**src/rtl/rr_mux_arbiter.sv**
```systemverilog
// Round-robin scheduler for the shared 8:1 mux. It picks one requester with rotating
// priority, drives the mux select, and holds the grant for at most MAX_HOLD cycles.
module rr_mux_arbiter #(
   parameter int unsigned MAX_HOLD = 16,
   parameter int unsigned CNT_W    = 8
) (
   input  logic       clk,
   input  logic       reset,
   input  logic [0:7] req,
   output logic [2:0] sel,
   output logic [0:7] grant,
   output logic       busy,
   output logic       timeout
);

   localparam logic [1:0] ST_IDLE = 2'd0;
   localparam logic [1:0] ST_BUSY = 2'd1;
   localparam logic [1:0] ST_GAP  = 2'd2;

   localparam logic [CNT_W-1:0] HOLD_LIMIT = CNT_W'(MAX_HOLD);

   logic [1:0]       state_q, state_d;
   logic [2:0]       sel_q, sel_d;
   logic [0:7]       grant_q, grant_d;
   logic [CNT_W-1:0] hold_cnt_q, hold_cnt_d;
   logic [2:0]       ptr_q, ptr_d;
   logic             timeout_q, timeout_d;

   logic             win_found;
   logic [2:0]       win_idx;
   logic [2:0]       scan_idx;

   // Search starts just past the last releaser; k = 8 wraps back onto ptr itself.
   always_comb begin
      win_found = 1'b0;
      win_idx   = ptr_q;
      scan_idx  = ptr_q;
      for (int k = 1; k <= 8; k++) begin
         scan_idx = ptr_q + k[2:0];
         if (!win_found && req[scan_idx]) begin
            win_found = 1'b1;
            win_idx   = scan_idx;
         end
      end
   end

   always_comb begin
      // NOTE: every next-state signal gets its hold value first, so no path can infer a latch.
      state_d    = state_q;
      sel_d      = sel_q;
      grant_d    = grant_q;
      hold_cnt_d = hold_cnt_q;
      ptr_d      = ptr_q;
      timeout_d  = 1'b0;

      case (state_q)
         ST_IDLE: begin
            if (win_found) begin
               sel_d      = win_idx;
               grant_d    = 8'b1000_0000 >> win_idx;
               hold_cnt_d = CNT_W'(1);
               state_d    = ST_BUSY;
            end
         end
         ST_BUSY: begin
            if (!req[sel_q]) begin
               grant_d = '0;
               ptr_d   = sel_q;
               state_d = ST_GAP;
            end else if (hold_cnt_q == HOLD_LIMIT) begin
               grant_d   = '0;
               ptr_d     = sel_q;
               timeout_d = 1'b1;
               state_d   = ST_GAP;
            end else begin
               hold_cnt_d = hold_cnt_q + CNT_W'(1);
            end
         end
         ST_GAP: begin
            state_d = ST_IDLE;
         end
         default: begin
            grant_d = '0;
            state_d = ST_IDLE;
         end
      endcase
   end

   // NOTE: state registers use non-blocking assignments so all flops update together on the edge.
   always_ff @(posedge clk or posedge reset) begin
      if (reset) begin
         state_q    <= ST_IDLE;
         sel_q      <= 3'd0;
         grant_q    <= '0;
         hold_cnt_q <= '0;
         ptr_q      <= 3'd7;
         timeout_q  <= 1'b0;
      end else begin
         state_q    <= state_d;
         sel_q      <= sel_d;
         grant_q    <= grant_d;
         hold_cnt_q <= hold_cnt_d;
         ptr_q      <= ptr_d;
         timeout_q  <= timeout_d;
      end
   end

   assign sel     = sel_q;
   assign grant   = grant_q;
   assign busy    = |grant_q;
   assign timeout = timeout_q;

endmodule

```
**config.mk**
```make
export PLATFORM = sky130hd
export DESIGN_NAME = rr_mux_arbiter
export DESIGN_NICKNAME = d
export VERILOG_FILES = /design/src/rtl/rr_mux_arbiter.sv
export SDC_FILE = /design/constraint.sdc
export NUM_CORES = 1
export LEC_CHECK = 0
export ABC_AREA = 1
export ABC_CLOCK_PERIOD_IN_PS = 3370
export CAP_MARGIN = 10
export CORE_MARGIN = 2
export CORE_UTILIZATION = 50
export CTS_BUF_LIST = sky130_fd_sc_hd__clkbuf_4 sky130_fd_sc_hd__clkbuf_8 sky130_fd_sc_hd__clkbuf_16
export DETAILED_ROUTE_END_ITERATION = 8
export PLACE_DENSITY_LB_ADDON = 0.12
export SLEW_MARGIN = 25
export SYNTH_ARGS = -nofsm -noshare
export SYNTH_HDL_FRONTEND = slang
export SYNTH_SLANG_ARGS = --single-unit
```
**constraint.sdc**
```tcl
create_clock -name clk -period 3.37 [get_ports clk]
set_clock_uncertainty 0.05 [all_clocks]
set_input_delay 0.337 -clock clk [delete_from_list [all_inputs] [get_ports clk]]
set_output_delay 0.337 -clock clk [all_outputs]
set_load 0.01 [all_outputs]
```
==> flow_summary.yaml <==
routing:
  vias_per_cell: 5.225
  vias: 1949
  post-route-drc-count: 0
  drtPass1Iterations: 5
  wl_mm: 4.579
  drt_iter0_drc: 140
  detail-route-antenna-nets: 0
  wl_per_cell_um: 12.28
clock_tree:
  clk_latency_ns: 0.27
  post_cts_buffers: 0
  cts_buffers: 3
  cts_resized: 0
  cts_tree: "done"
  postCtsHoldBufs: 0
  clk_pin_slew_ns: 0.08
  numClockSinks: 25
  cts_max_level: 1
  cts_buffer_depth: 2
  root_buffer: "clkbuf_8"
worst_setup_path:
  crit_path_max_fanout: 13
  worstSetupPathType: "flip-flop to flip-flop"
  rrSetupSlack_ns: 0.41
  r2r_end: "hold_cnt_q[0]$_DFFE_PP0P_"
  max_stage_delay_ns: 0.68
  ff2ff_path_depth: 14
  critPathCaptureType: "flip-flop"
  crit_chain: "inv_2, ha_1, inv_1, nand3_1, nand2_1, nand2_1, nand2_2, nand4_1, nor2_1, nand3_2, nand2_4, nand2_2, o21ai_0, o21ai_1"
  cp.required_ns: 3.47
  reg2reg_from: "ptr_q[0]$_DFFE_PP1P_"
  setup.worst_path.start: "ptr_q[0]$_DFFE_PP1P_"
  slowest_stage: "dfstp_2"
  startpoint_type: "flip-flop"
  arrival_ns: 3.06
logic_synthesis:
  syn-num-nets: 315
  ys_async_sr_fraction_pct: 100.0
  synth-seq-cells: 25
  yosys.area.top_type: "dfrtp_1"
  yosysSeqAreaShare_pct: 31.24
  syn_area_mm2: 0.002014
  synth_most_common_cell: "nand2_1"
  netlist_instances: 301
  netlist.area_leader.share_pct: 27.33
  synth_commonest_cells: "nand2_1, nand3_1, inv_1"
  syn_area_per_cell_um2: 6.692
  yosysWarnings: 0
  yosysUniqueCellTypes: 34
  yosys-top-cells-area: "dfrtp_1, nand2_1, nand3_1"
  synth-edff-count: 0
  ys.flop_type: "dfrtp_1"
floorplan:
  die_w_um: 67.48
  rows: 23
  initial_core_util_pct: 51.09
  die_area_mm2: 0.004553
  core_area_mm2: 0.003943
  ios: 23
  die_h_um: 67.48
final_layout:
  multi_input_area_mm2: 0.001206
  regArea_um2: 629.4
  diodes: 0
  nets: 338
  area_growth_pct: 14.72
  num-fill-cells: 398
  finish.instance_area_mm2: 0.002311
  drive_gt1_share_pct: 13.00
global_routing:
  grt_pass1_wl_mm: 7.941
  gr-total-overflow: 0
  grt_pass1_vias: 1810
  grt_max_degree: 26
  antenna_found_initial: 0
  grtUsageTotal_pct: 22.62
sta:
  tightest_slew_ns: 0.8817
  rsz0062_at_grt: "false"
  fin_crit_ns: 2.958
  fin_tns_setup_ns: 0
  hold_viol: 0
  setup_viol: 0
  max_freq_mhz: 338.0
  relSlewSlack_pct: 40.85
  slew_violations: 0
  post-route-period-util_pct: 87.78
placement:
  place_congestion: 1.024
  place_area_mm2: 0.002262
  hpwl_mm: 3.687
  place.port_buffers: 22
job:
  maxCapViolations: 0
worst_hold_path:
  hold_class: "primary input to asynchronous set/reset pin"
status:
  status: "complete, no violations"
[cells in the final DEF (no fill, tap or decap), types with 2 or more instances in the layout]
cell             Yosys  final
nand2_4              3      3
nand4_1              7      7
nor3_1               3      3
dfstp_2              3      3
nand2_1            109    109
nor2_1              23     23
o21ai_0             13     13
inv_2                8      8
nor4_1               2      2
nor2_4               2      2
clkdlybuf4s50_1      0     22
o21ai_1              2      2
nand3_1             30     30
inv_1               29     28
nand2_2              9      9
nor3b_2              3      3
a21oi_1              5      5
o211ai_1             2      2
nand3_2              4      4
clkbuf_8             0      3
dfrtp_1             22     22
ha_1                 4      4
xor2_1               4      4
[worst max-delay path, delay by kind of cell, from the launching register on]
kind                     cells  cell delay [ns]
buffers and inverters        2             0.34
flip-flops                   1             0.68
AO/OA/AOI/OAI                2             0.16
AND/OR/NAND/NOR              9             1.19
adder cells (fa/ha/maj)      1             0.41
[sequential cells by signal, indices dropped and copies added, names as in the netlist]
name,count
grant,8
hold_cnt_q,8
ptr_q,3
sel,3
state_q,2
timeout,1
[cells by family after synthesis]
| kind of cell | after synthesis | share of synthesized area [%] |
|---|---|---|
| XOR/XNOR | 6 | 2.981 |
| adder cells (fa/ha/maj) | 4 | 2.485 |
| buffers and inverters | 42 | 8.881 |
| flip-flops | 25 | 31.24 |
| AND/OR/NAND/NOR | 198 | 46.77 |
| AO/OA/AOI/OAI | 26 | 7.640 |
[routing by layer]
metal	part of all wire, %	wire, um	track usage (%)	up-vias
met5	0	0	0	-
met4	1.7	78	6.378	0
met3	3.1	143	1.667	8
met2	49	2246	41.18	35
met1	46	2110	28.53	900
li1	-	-	-	1006
[metrics by stage]
| step | std cells | utilization, % | hold WS, ns | setup slack (ns) |
|---|---|---|---|---|
| floorplan | 301 | - | 0.3121 | 0.8322 |
| finish | 373 | 58.62 | 0.3989 | 0.4117 |
| global route | 373 | 58.62 | 0.4702 | 0.1736 |
| detailed placement | 369 | 57.38 | 0.4492 | 0.4249 |
| global placement | 369 | 57.38 | 0.4386 | 0.4790 |
| CTS | 373 | 58.62 | 0.4713 | 0.4171 |
[layout make-up]
class	count	area share (%)
Sequential cell	25	27.23
Tap cell	50	2.707
Clock buffer	4	2.112
Timing Repair Buffer	22	9.529
Inverter	38	6.226
Multi-Input combinational cell	234	52.19
[how the worst max path moves through the flow]
stage | to | slack (ns) | cells after the start
6_report | hold_cnt_q[0]$_DFFE_PP0P_ | 0.41 | 14
5_1_grt | grant[5]$_DFFE_PP0P_ | 0.17 | 12
4_1_cts | hold_cnt_q[0]$_DFFE_PP0P_ | 0.42 | 14
3_5_place_dp | hold_cnt_q[0]$_DFFE_PP0P_ | 0.42 | 14
3_3_place_gp | hold_cnt_q[0]$_DFFE_PP0P_ | 0.48 | 14
2_1_floorplan | hold_cnt_q[0]$_DFFE_PP0P_ | 0.83 | 15
Power is left out: the tool's default activity adds up to more than one toggle a clock period on the data nets, which glitch-free logic cannot reach.
